**src/rtl/rr_mux_stage_pkg.sv**
```systemverilog
// Shared constants and types for the registered round-robin / fixed-priority selector.
// Imported by the interface, the arbiter and the stage.
package rr_mux_stage_pkg;

  localparam int RR_ARB       = 1;
  localparam int FIXED_ARB    = 0;
  localparam int DEF_LENGTH   = 32;
  localparam int DEF_CHANNELS = 4;

  typedef enum logic {
    ST_EMPTY = 1'b0,
    ST_FULL  = 1'b1
  } out_state_e;

  // A single channel still needs a 1-bit select field.
  function automatic int sel_width(input int ch);
    return (ch > 1) ? $clog2(ch) : 1;
  endfunction

endpackage

```
**src/rtl/rr_mux_stage_if.sv**
```systemverilog
// Bundle of the per-channel request side and the registered output side of rr_mux_stage.
// The slave modport is the stage itself; master is whoever drives requests and consumes output.
interface rr_mux_stage_if
  import rr_mux_stage_pkg::*;
#(
  parameter int LENGTH   = DEF_LENGTH,
  parameter int CHANNELS = DEF_CHANNELS
);
  localparam int SEL_W = sel_width(CHANNELS);

  logic [CHANNELS*LENGTH-1:0] in_data;
  logic [CHANNELS-1:0]        in_valid;
  logic [CHANNELS-1:0]        in_ready;
  logic                       flush;
  logic [LENGTH-1:0]          out_data;
  logic [SEL_W-1:0]           out_sel;
  logic                       out_valid;
  logic                       out_ready;

  modport slave (
    input  in_data, in_valid, flush, out_ready,
    output in_ready, out_data, out_sel, out_valid
  );

  modport master (
    output in_data, in_valid, flush, out_ready,
    input  in_ready, out_data, out_sel, out_valid
  );

endinterface

```
**src/rtl/rr_mux_stage_arbiter.sv**
```systemverilog
// Combinational grant logic: scan from ptr (round-robin) or from 0 (fixed priority).
// A pointer outside 0..CHANNELS-1 is treated as 0.
module rr_arbiter
  import rr_mux_stage_pkg::*;
#(
  parameter  int CHANNELS = DEF_CHANNELS,
  parameter  int RR_MODE  = RR_ARB,
  localparam int SEL_W    = sel_width(CHANNELS)
) (
  input  logic [CHANNELS-1:0] req,
  input  logic [SEL_W-1:0]    ptr,
  output logic [CHANNELS-1:0] grant,
  output logic [SEL_W-1:0]    grant_idx,
  output logic                any_grant
);

  always_comb begin
    int start;
    int idx;
    grant     = '0;
    grant_idx = '0;
    any_grant = 1'b0;
    start     = 0;
    idx       = 0;
    if ((RR_MODE == RR_ARB) && (int'(ptr) < CHANNELS)) begin
      start = int'(ptr);
    end
    for (int k = 0; k < CHANNELS; k++) begin
      idx = start + k;
      if (idx >= CHANNELS) begin
        idx = idx - CHANNELS;
      end
      if (!any_grant && req[idx]) begin
        any_grant  = 1'b1;
        grant[idx] = 1'b1;
        grant_idx  = SEL_W'(idx);
      end
    end
  end

endmodule

```
**src/rtl/rr_mux_stage.sv**
```systemverilog
// N-channel valid/ready selector with a one-entry output register, stall and flush.
// Owns the round-robin pointer; grant selection lives in rr_arbiter.
module rr_mux_stage
  import rr_mux_stage_pkg::*;
#(
  parameter  int LENGTH   = DEF_LENGTH,
  parameter  int CHANNELS = DEF_CHANNELS,
  parameter  int RR_MODE  = RR_ARB,
  localparam int SEL_W    = sel_width(CHANNELS)
) (
  input  logic           clk,
  input  logic           rst,
  rr_mux_stage_if.slave  bus
);

  out_state_e          state, state_nxt;
  logic [SEL_W-1:0]    rr_ptr;
  logic [CHANNELS-1:0] grant;
  logic [SEL_W-1:0]    grant_idx;
  logic                any_grant;
  logic                load_en;
  logic                accept;
  logic [LENGTH-1:0]   data_q;
  logic [SEL_W-1:0]    sel_q;

  rr_arbiter #(
    .CHANNELS (CHANNELS),
    .RR_MODE  (RR_MODE)
  ) u_arb (
    .req       (bus.in_valid),
    .ptr       (rr_ptr),
    .grant     (grant),
    .grant_idx (grant_idx),
    .any_grant (any_grant)
  );

  // Loading is allowed when empty or when the held word leaves this cycle.
  assign load_en      = !bus.flush && ((state == ST_EMPTY) || bus.out_ready);
  assign accept       = load_en && any_grant;
  assign bus.in_ready = rst ? '0 : (grant & {CHANNELS{load_en}});

  always_ff @(posedge clk or posedge rst) begin
    if (rst) begin
      state <= ST_EMPTY;
    end else begin
      state <= state_nxt;
    end
  end

  always_comb begin
    state_nxt = state;
    case (state)
      ST_EMPTY: begin
        if (accept) begin
          state_nxt = ST_FULL;
        end
      end
      ST_FULL: begin
        if (bus.flush) begin
          state_nxt = ST_EMPTY;
        end else if (bus.out_ready && !any_grant) begin
          state_nxt = ST_EMPTY;
        end
      end
      default: state_nxt = ST_EMPTY;
    endcase
  end

  always_comb begin
    bus.out_valid = (state == ST_FULL);
    bus.out_data  = data_q;
    bus.out_sel   = sel_q;
  end

  always_ff @(posedge clk or posedge rst) begin
    if (rst) begin
      data_q <= '0;
      sel_q  <= '0;
      rr_ptr <= '0;
    end else if (accept) begin
      data_q <= bus.in_data[int'(grant_idx)*LENGTH +: LENGTH];
      sel_q  <= grant_idx;
      if (RR_MODE == RR_ARB) begin
        rr_ptr <= (int'(grant_idx) == CHANNELS-1) ? '0 : grant_idx + 1'b1;
      end
    end
  end

endmodule

```
**src/flat_wrapper.sv**
```systemverilog
// flat-port wrapper written by rule: the top's interface ports become plain ports
module rr_mux_stage_flat import rr_mux_stage_pkg::*;
#(
  parameter  int LENGTH   = DEF_LENGTH,
  parameter  int CHANNELS = DEF_CHANNELS,
  parameter  int RR_MODE  = RR_ARB,
  localparam int SEL_W    = sel_width(CHANNELS)
)
  (clk, rst, bus_in_data, bus_in_valid, bus_flush, bus_out_ready, bus_in_ready, bus_out_data, bus_out_sel, bus_out_valid);
  rr_mux_stage_if #(.LENGTH(LENGTH), .CHANNELS(CHANNELS)) bus_i ();
  input  logic clk;
  input  logic rst;
  input wire logic [$bits(bus_i.in_data)-1:0] bus_in_data;
  input wire logic [$bits(bus_i.in_valid)-1:0] bus_in_valid;
  input wire logic [$bits(bus_i.flush)-1:0] bus_flush;
  input wire logic [$bits(bus_i.out_ready)-1:0] bus_out_ready;
  output wire logic [$bits(bus_i.in_ready)-1:0] bus_in_ready;
  output wire logic [$bits(bus_i.out_data)-1:0] bus_out_data;
  output wire logic [$bits(bus_i.out_sel)-1:0] bus_out_sel;
  output wire logic [$bits(bus_i.out_valid)-1:0] bus_out_valid;
  assign bus_i.in_data = bus_in_data;
  assign bus_i.in_valid = bus_in_valid;
  assign bus_i.flush = bus_flush;
  assign bus_i.out_ready = bus_out_ready;
  assign bus_in_ready = bus_i.in_ready;
  assign bus_out_data = bus_i.out_data;
  assign bus_out_sel = bus_i.out_sel;
  assign bus_out_valid = bus_i.out_valid;
  rr_mux_stage #(.LENGTH(LENGTH), .CHANNELS(CHANNELS), .RR_MODE(RR_MODE)) u_core (.clk(clk), .rst(rst), .bus(bus_i));
endmodule
```
**config.mk**
```make
export PLATFORM = sky130hd
export DESIGN_NAME = rr_mux_stage_flat
export DESIGN_NICKNAME = d
export VERILOG_FILES = /design/src/rtl/rr_mux_stage_pkg.sv /design/src/rtl/rr_mux_stage_if.sv /design/src/rtl/rr_mux_stage_arbiter.sv /design/src/rtl/rr_mux_stage.sv /design/src/flat_wrapper.sv
export SDC_FILE = /design/constraint.sdc
export NUM_CORES = 1
export LEC_CHECK = 0
export CAP_MARGIN = 20
export CORE_MARGIN = 5
export CORE_UTILIZATION = 41
export CTS_CLUSTER_DIAMETER = 100
export CTS_CLUSTER_SIZE = 20
export DETAILED_ROUTE_END_ITERATION = 6
export GPL_TIMING_DRIVEN = 1
export PLACE_DENSITY = 0.93
export SETUP_SLACK_MARGIN = 0.3
export SLEW_MARGIN = 20
export SYNTH_ARGS = -nofsm -noshare
export SYNTH_HDL_FRONTEND = slang
export SYNTH_SLANG_ARGS = --single-unit
```
**constraint.sdc**
```tcl
create_clock -name clk -period 7.5 [get_ports clk]
set_input_delay 1.5 -clock clk [delete_from_list [all_inputs] [get_ports clk]]
set_output_delay 1.5 -clock clk [all_outputs]
set_load 0.03 [all_outputs]
```
==> out/qor.yml, run 1 <==
critPathKind: "in2out"
syn_inst: 329
rsz0062_at_grt: "false"
final.fill_count: 547
track_usage_pct: 23.9
synth_cell_type_count: 41
synth_top_cell_by_area: "dfrtp_1"
ys_seq_area_share_pct: 31.5
ys_seq_elements: 37
die_w_um: 94.7
synth-main-ff-cell: "dfrtp_1"
htreeDepth: 2
synth_edf_count: 0
switching_share_pct: 52.1
die-area_sq_mm: 0.00897
setup_viol: 0
status: "finished clean"
fmax_mhz: 179
drc: 0
grt_max_degree: 70
combPwrFrac_pct: 74.5
final_util_pct: 68.4
ir_drop_v: 0.000222
dr.pass1.iters: 5
syn-num-nets: 469
grt_overflow_total: 0
p_clk_share_pct: 7.1
layout.nets: 618
syn2layout_area_growth_pct: 59.7
syn-cell-area_sq_mm: 0.00294
clk_path_buf_depth: 2
vias_per_cell: 5.79
place_congestion: 0.762
place_ws_ns: 1.96
path_clk_slew_ns: 0.08
fin_ws_ns: 1.91
seq_power_share_pct: 18.4
routed-via-count: 3323
core_sq_mm: 0.00687
grt_pass1_vias: 3519
finalSetupTns_ns: 0
cts_sinks: 37
cts_resized: 0
multi_input_area_sq_mm: 0.00177
fp-row-count: 30
maxSlewViolCount: 0
clkLatencyLatePin_ns: 0.28
wirelength_um: 10800
intPower_uw: 959
critPathCaptureType: "output port"
post-dp-hpwl_um: 7700
postCtsSetupRepairBufs: 0
leakagePower_uw: 0.00168
drive_above_1_share_pct: 11.9
cp_max_fo: 9
required_ns: 6.00
start_util_pct: 42.8
cts_hold_buf: 0
dr.first_iter.drc_count: 135
period_minus_slack_ns: 5.59
synth_area_leaders: "dfrtp_1, a31oi_1, a22oi_2"
slew_headroom_pct: 33.2
grt_pass1_wl_um: 16800
cts_tree: "yes"
syn_avg_cell_area_sq_um: 8.94
yosys_warnings: 0
ant_nets: 0
max-cap-violations: 0
worstSetupStartpointType: "primary input"
seq_area_sq_um: 926
antenna_found_initial: 0
worstMarginPinSlew_ns: 1.00
min-delay-path-class: "reg2reg"
numCtsBuffers: 5
antennaDiodeCount: 0
wl_per_cell_um: 18.8
pwr_density_cell_mw_per_mm2: 426
yosys.area.top_type_share_pct: 31.5
fin_crit_sh_pct: 74.5
ios: 175
async_flop_share_pct: 100
clock_skew_ns: 0.0175
io_buffers: 174
netSwitchingPower_uw: 1040
cts_root_buf: "clkbuf_8"
hold_viol: 0
die_h_um: 94.7
arrival_ns: 4.09
state kept, by name (all words and copies together), names as in the netlist:
signal,cells
u_core.bus.out_data,32
u_core.bus.out_valid,1
u_core.rr_ptr,2
u_core.bus.out_sel,2
worst paths after layout:
| check | cells after the start | startpoint | slack, ns | end |
|---|---|---|---|---|
| setup / recovery | 7 | bus_in_valid[3] | 1.91 | bus_in_ready[2] |
| hold reg to reg | 1 | u_core.bus.out_sel[1] | 0.52 | u_core.bus.out_sel[1] |
| min in group asynchronous | 3 | rst | 1.66 | u_core.bus.out_data[15] |
| setup reg to reg | 8 | u_core.rr_ptr[0] | 3.30 | u_core.bus.out_data[5] |
| max in group asynchronous | 3 | rst | 5.49 | u_core.bus.out_data[5] |
| hold / removal | 1 | u_core.bus.out_sel[1] | 0.52 | u_core.bus.out_sel[1] |
critical path, cell delays in order:
cell	delay, ns
clkdlybuf4s50_1	0.54
mux4_2	0.52
nand2b_1	0.18
nor3_1	0.39
a221oi_1	0.16
nor2_1	0.12
clkdlybuf4s50_1	0.68
cells in the final DEF (no fill, tap or decap), types with 2 or more instances in the layout:
| master | n |
|---|---|
| a221oi_1 | 4 |
| ha_1 | 4 |
| mux4_2 | 3 |
| a31oi_1 | 65 |
| buf_4 | 4 |
| a21oi_1 | 35 |
| inv_1 | 3 |
| dfrtp_1 | 37 |
| xnor2_1 | 2 |
| nand3_1 | 32 |
| nor2_1 | 43 |
| a211o_1 | 2 |
| a22oi_2 | 30 |
| mux2_4 | 2 |
| clkdlybuf4s50_1 | 174 |
| a22oi_1 | 6 |
| clkbuf_8 | 6 |
metrics by stage:
stage	instance area [sq um]	total power [uW]	hold WS, ns	std cells
final	4700	2000	0.516	574
after global routing	4700	2140	0.531	574
after CTS	4700	2010	0.516	574
after detailed placement	4610	1860	0.499	567
after global placement	4600	1810	0.491	567
after floorplan	2940	1500	0.656	329
synthesized netlist by cell type (4+ instances only):
cell type  number
ha_1            4
buf_2           4
a22oi_1         6
inv_1           4
dfrtp_1        37
a221oi_1        4
clkbuf_1       22
nand3_1        32
a21oi_1        35
a31oi_1        65
nor2_1         43
a22oi_2        30
buf_6           7
power by group through the flow:
stage | Clock [uW] | Sequential (uW) | Combinational, uW
2_1_floorplan | 0 | 545 | 955
3_3_place_gp | 0 | 365 | 1440
3_5_place_dp | 0 | 372 | 1490
4_1_cts | 147 | 369 | 1490
5_1_grt | 156 | 384 | 1600
6_report | 143 | 368 | 1490
routing by layer:
| metal | vias to the layer above | part of all wire [%] | GRT usage (%) |
|---|---|---|---|
| met5 | - | 0 | 0 |
| met4 | 0 | 2.5 | 7.93 |
| met3 | 26 | 8.6 | 7.09 |
| met2 | 173 | 52 | 43.4 |
| met1 | 1551 | 37 | 26.5 |
| li1 | 1573 | - | - |
kinds of logic after synthesis:
logic type,after synthesis,synth area share [%]
compound gates,149,38.3
xor+xnor,3,0.894
fa+ha+maj,4,1.70
buf+inv,41,8.85
flops,37,31.5
mux,8,4.94
simple gates,87,13.9
cell type report:
type                            count  share of cell area (%)
Sequential cell                    37                    19.7
Timing Repair Buffer              178                    37.7
Clock inverter                      1                   0.160
Multi-Input combinational cell    251                    37.7
Clock buffer                        6                    1.76
Tap cell                           96                    2.56
Inverter                            5                   0.400
(Power assumes the default switching activity.)
==> run 2: changes to the inputs <==
--- a/config.mk
+++ b/config.mk
@@ -7,12 +7,12 @@
 export LEC_CHECK = 0
 export CAP_MARGIN = 20
 export CORE_MARGIN = 5
-export CORE_UTILIZATION = 41
+export CORE_UTILIZATION = 35
 export CTS_CLUSTER_DIAMETER = 100
 export CTS_CLUSTER_SIZE = 20
 export DETAILED_ROUTE_END_ITERATION = 6
 export GPL_TIMING_DRIVEN = 1
-export PLACE_DENSITY = 0.93
+export PLACE_DENSITY = 0.85
 export SETUP_SLACK_MARGIN = 0.3
 export SLEW_MARGIN = 20
 export SYNTH_ARGS = -nofsm -noshare
==> constraint.sdc (replaced) <==
create_clock -name clk -period 4.99 [get_ports clk]
set_input_delay 0.998 -clock clk [delete_from_list [all_inputs] [get_ports clk]]
set_output_delay 0.998 -clock clk [all_outputs]
set_load 0.03 [all_outputs]
==> run 2 against run 1 <==
- sequential share of layout area shrank 0.14 points
- first-iteration DRC count rose by 1.5%
- final cell count is 2.3% higher
- worst setup slack got worse by 1.4 ns
- critical path depth unchanged
- flip-flop and latch count is the same
- largest cell class unchanged
==> out/qor.yml, run 2 (synthesized netlist as in run 1, its figures left out) <==
slowest_delay_ns: 0.68
hold_viol: 0
status: "finished clean"
crit_top_cell: "clkdlybuf4s50_1"
drc: 0
crit_end: "bus_in_ready[0]"
die-area_sq_mm: 0.0103
routed-via-count: 3288
clkLatencyLatePin_ns: 0.28
clock_skew_ns: 0.00506
post-dp-hpwl_um: 7810
critPathKind: "in2out"
slowest_stage: "clkdlybuf4s50_1"
min-delay-path-class: "reg2reg"
die_w_um: 102
required_ns: 3.99
mostFrequentLayoutCells: "clkdlybuf4s50_1, a31oi_1, nor2_1, dfrtp_1, a21oi_1"
track_usage_pct: 20.4
grtUsageMet3_pct: 5.72
fp-row-count: 33
antennaDiodeCount: 0
setup_viol: 0
r2r_setup_slack_ns: 1.09
critical_path.top_delay_family: "buffers and inverters"
wirelength_um: 10800
clk_path_buf_depth: 2
max-cap-violations: 0
drive_above_1_share_pct: 12.4
maxSlewViolCount: 0
r2r-end: "u_core.bus.out_data[4]"
rsz0062_at_grt: "false"
place_congestion: 0.868
wl_per_cell_um: 18.4
slew_headroom_pct: 34.7
pwr_density_cell_mw_per_mm2: 640
syn2layout_area_growth_pct: 61.1
path_depth: 7
fin_crit_sh_pct: 89.4
period_minus_slack_ns: 4.46
die_h_um: 102
hold_start: "u_core.bus.out_sel[1]"
final.fill_count: 744
path_clk_slew_ns: 0.07
cts_root_buf: "clkbuf_8"
grt_pass1_vias: 3396
largest_reg_flops: 32
ant_nets: 0
grt_overflow_total: 0
whs_ns: 0.524
critPathCaptureType: "output port"
grtUsageMet1_pct: 23.9
antenna_found_initial: 0
cp.buffers_inverters: 2
grt_pass1_wl_um: 16800
r2r_cells: 8
r2r-start: "u_core.rr_ptr[0]"
finalSetupTns_ns: 0
crit_start: "bus_in_valid[1]"
numCtsBuffers: 5
ios: 175
fmax_mhz: 224
leakagePower_uw: 0.00169
ir_drop_v: 0.000251
grt_max_degree: 70
cts_sinks: 37
cts_tree: "yes"
htreeDepth: 2
dr.first_iter.drc_count: 137
layout.nets: 621
io_buffers: 174
arrival_ns: 3.46
vias_per_cell: 5.60
cts_hold_buf: 0
worstMarginPinSlew_ns: 0.979
crit_chain: "clkdlybuf4s50_1 > mux4_2 > nand2b_1 > nor3_2 > a221oi_1 > nor2_1 > clkdlybuf4s50_1"
core_sq_mm: 0.00822
top_usage_layer: "met2"
final_common_cell: "clkdlybuf4s50_1"
dr.pass1.iters: 4
worstSetupStartpointType: "primary input"
cp_max_fo: 7
start_util_pct: 35.8
p_total_uw: 3030
grtUsageMet2_pct: 36.2
-- run 2: metrics by stage --
stage / util [%] / instances / area [sq um] / setup slack, ns
floorplan: - / 329 / 2940 / 1.41
global placement: 56.6 / 579 / 4650 / 0.509
detailed placement: 56.6 / 579 / 4650 / 0.416
CTS: 57.6 / 587 / 4730 / 0.414
global route: 57.6 / 587 / 4740 / 0.373
finish: 57.6 / 587 / 4740 / 0.527
-- run 2: what timing repair did --
action                                  in CTS  in global routing
resized for setup                            1                  1
gates cloned                                 0                  0
endpoints found under the setup margin       3                  3
buffers inserted                             0                  0
-- run 2: worst min-delay path by stage --
| stage | end | cells past startpoint |
|---|---|---|
| detailed placement | u_core.bus.out_sel[1] | 1 |
| floorplan | u_core.rr_ptr[1] | 2 |
| global placement | u_core.bus.out_sel[1] | 1 |
| finish | u_core.bus.out_sel[1] | 1 |
| CTS | u_core.bus.out_sel[1] | 1 |
| global route | u_core.bus.out_sel[1] | 1 |
-- run 2: cell type report --
| cell class | count | area (sq um) | share of cell area, % |
|---|---|---|---|
| inverters | 5 | 18.8 | 0.396 |
| repair buffers | 181 | 1790 | 37.9 |
| flip-flops and latches | 37 | 927 | 19.6 |
| well taps | 105 | 131 | 2.77 |
| clock buffers | 6 | 72.6 | 1.53 |
| clock inverters | 2 | 10.0 | 0.211 |
| multi-input cells | 251 | 1780 | 37.6 |
-- run 2: routing by layer --
metal	routed length (um)	share of wire (%)
met1	4170	39
met2	5520	51
met3	959	8.9
met4	178	1.6
met5	0	0
-- run 2: power by group --
| group | internal, uW | switching (uW) | leakage, uW |
|---|---|---|---|
| clock network | 96.8 | 102 | 0.0000450 |
| logic | 904 | 1370 | 0.00123 |
| registers | 451 | 105 | 0.000419 |
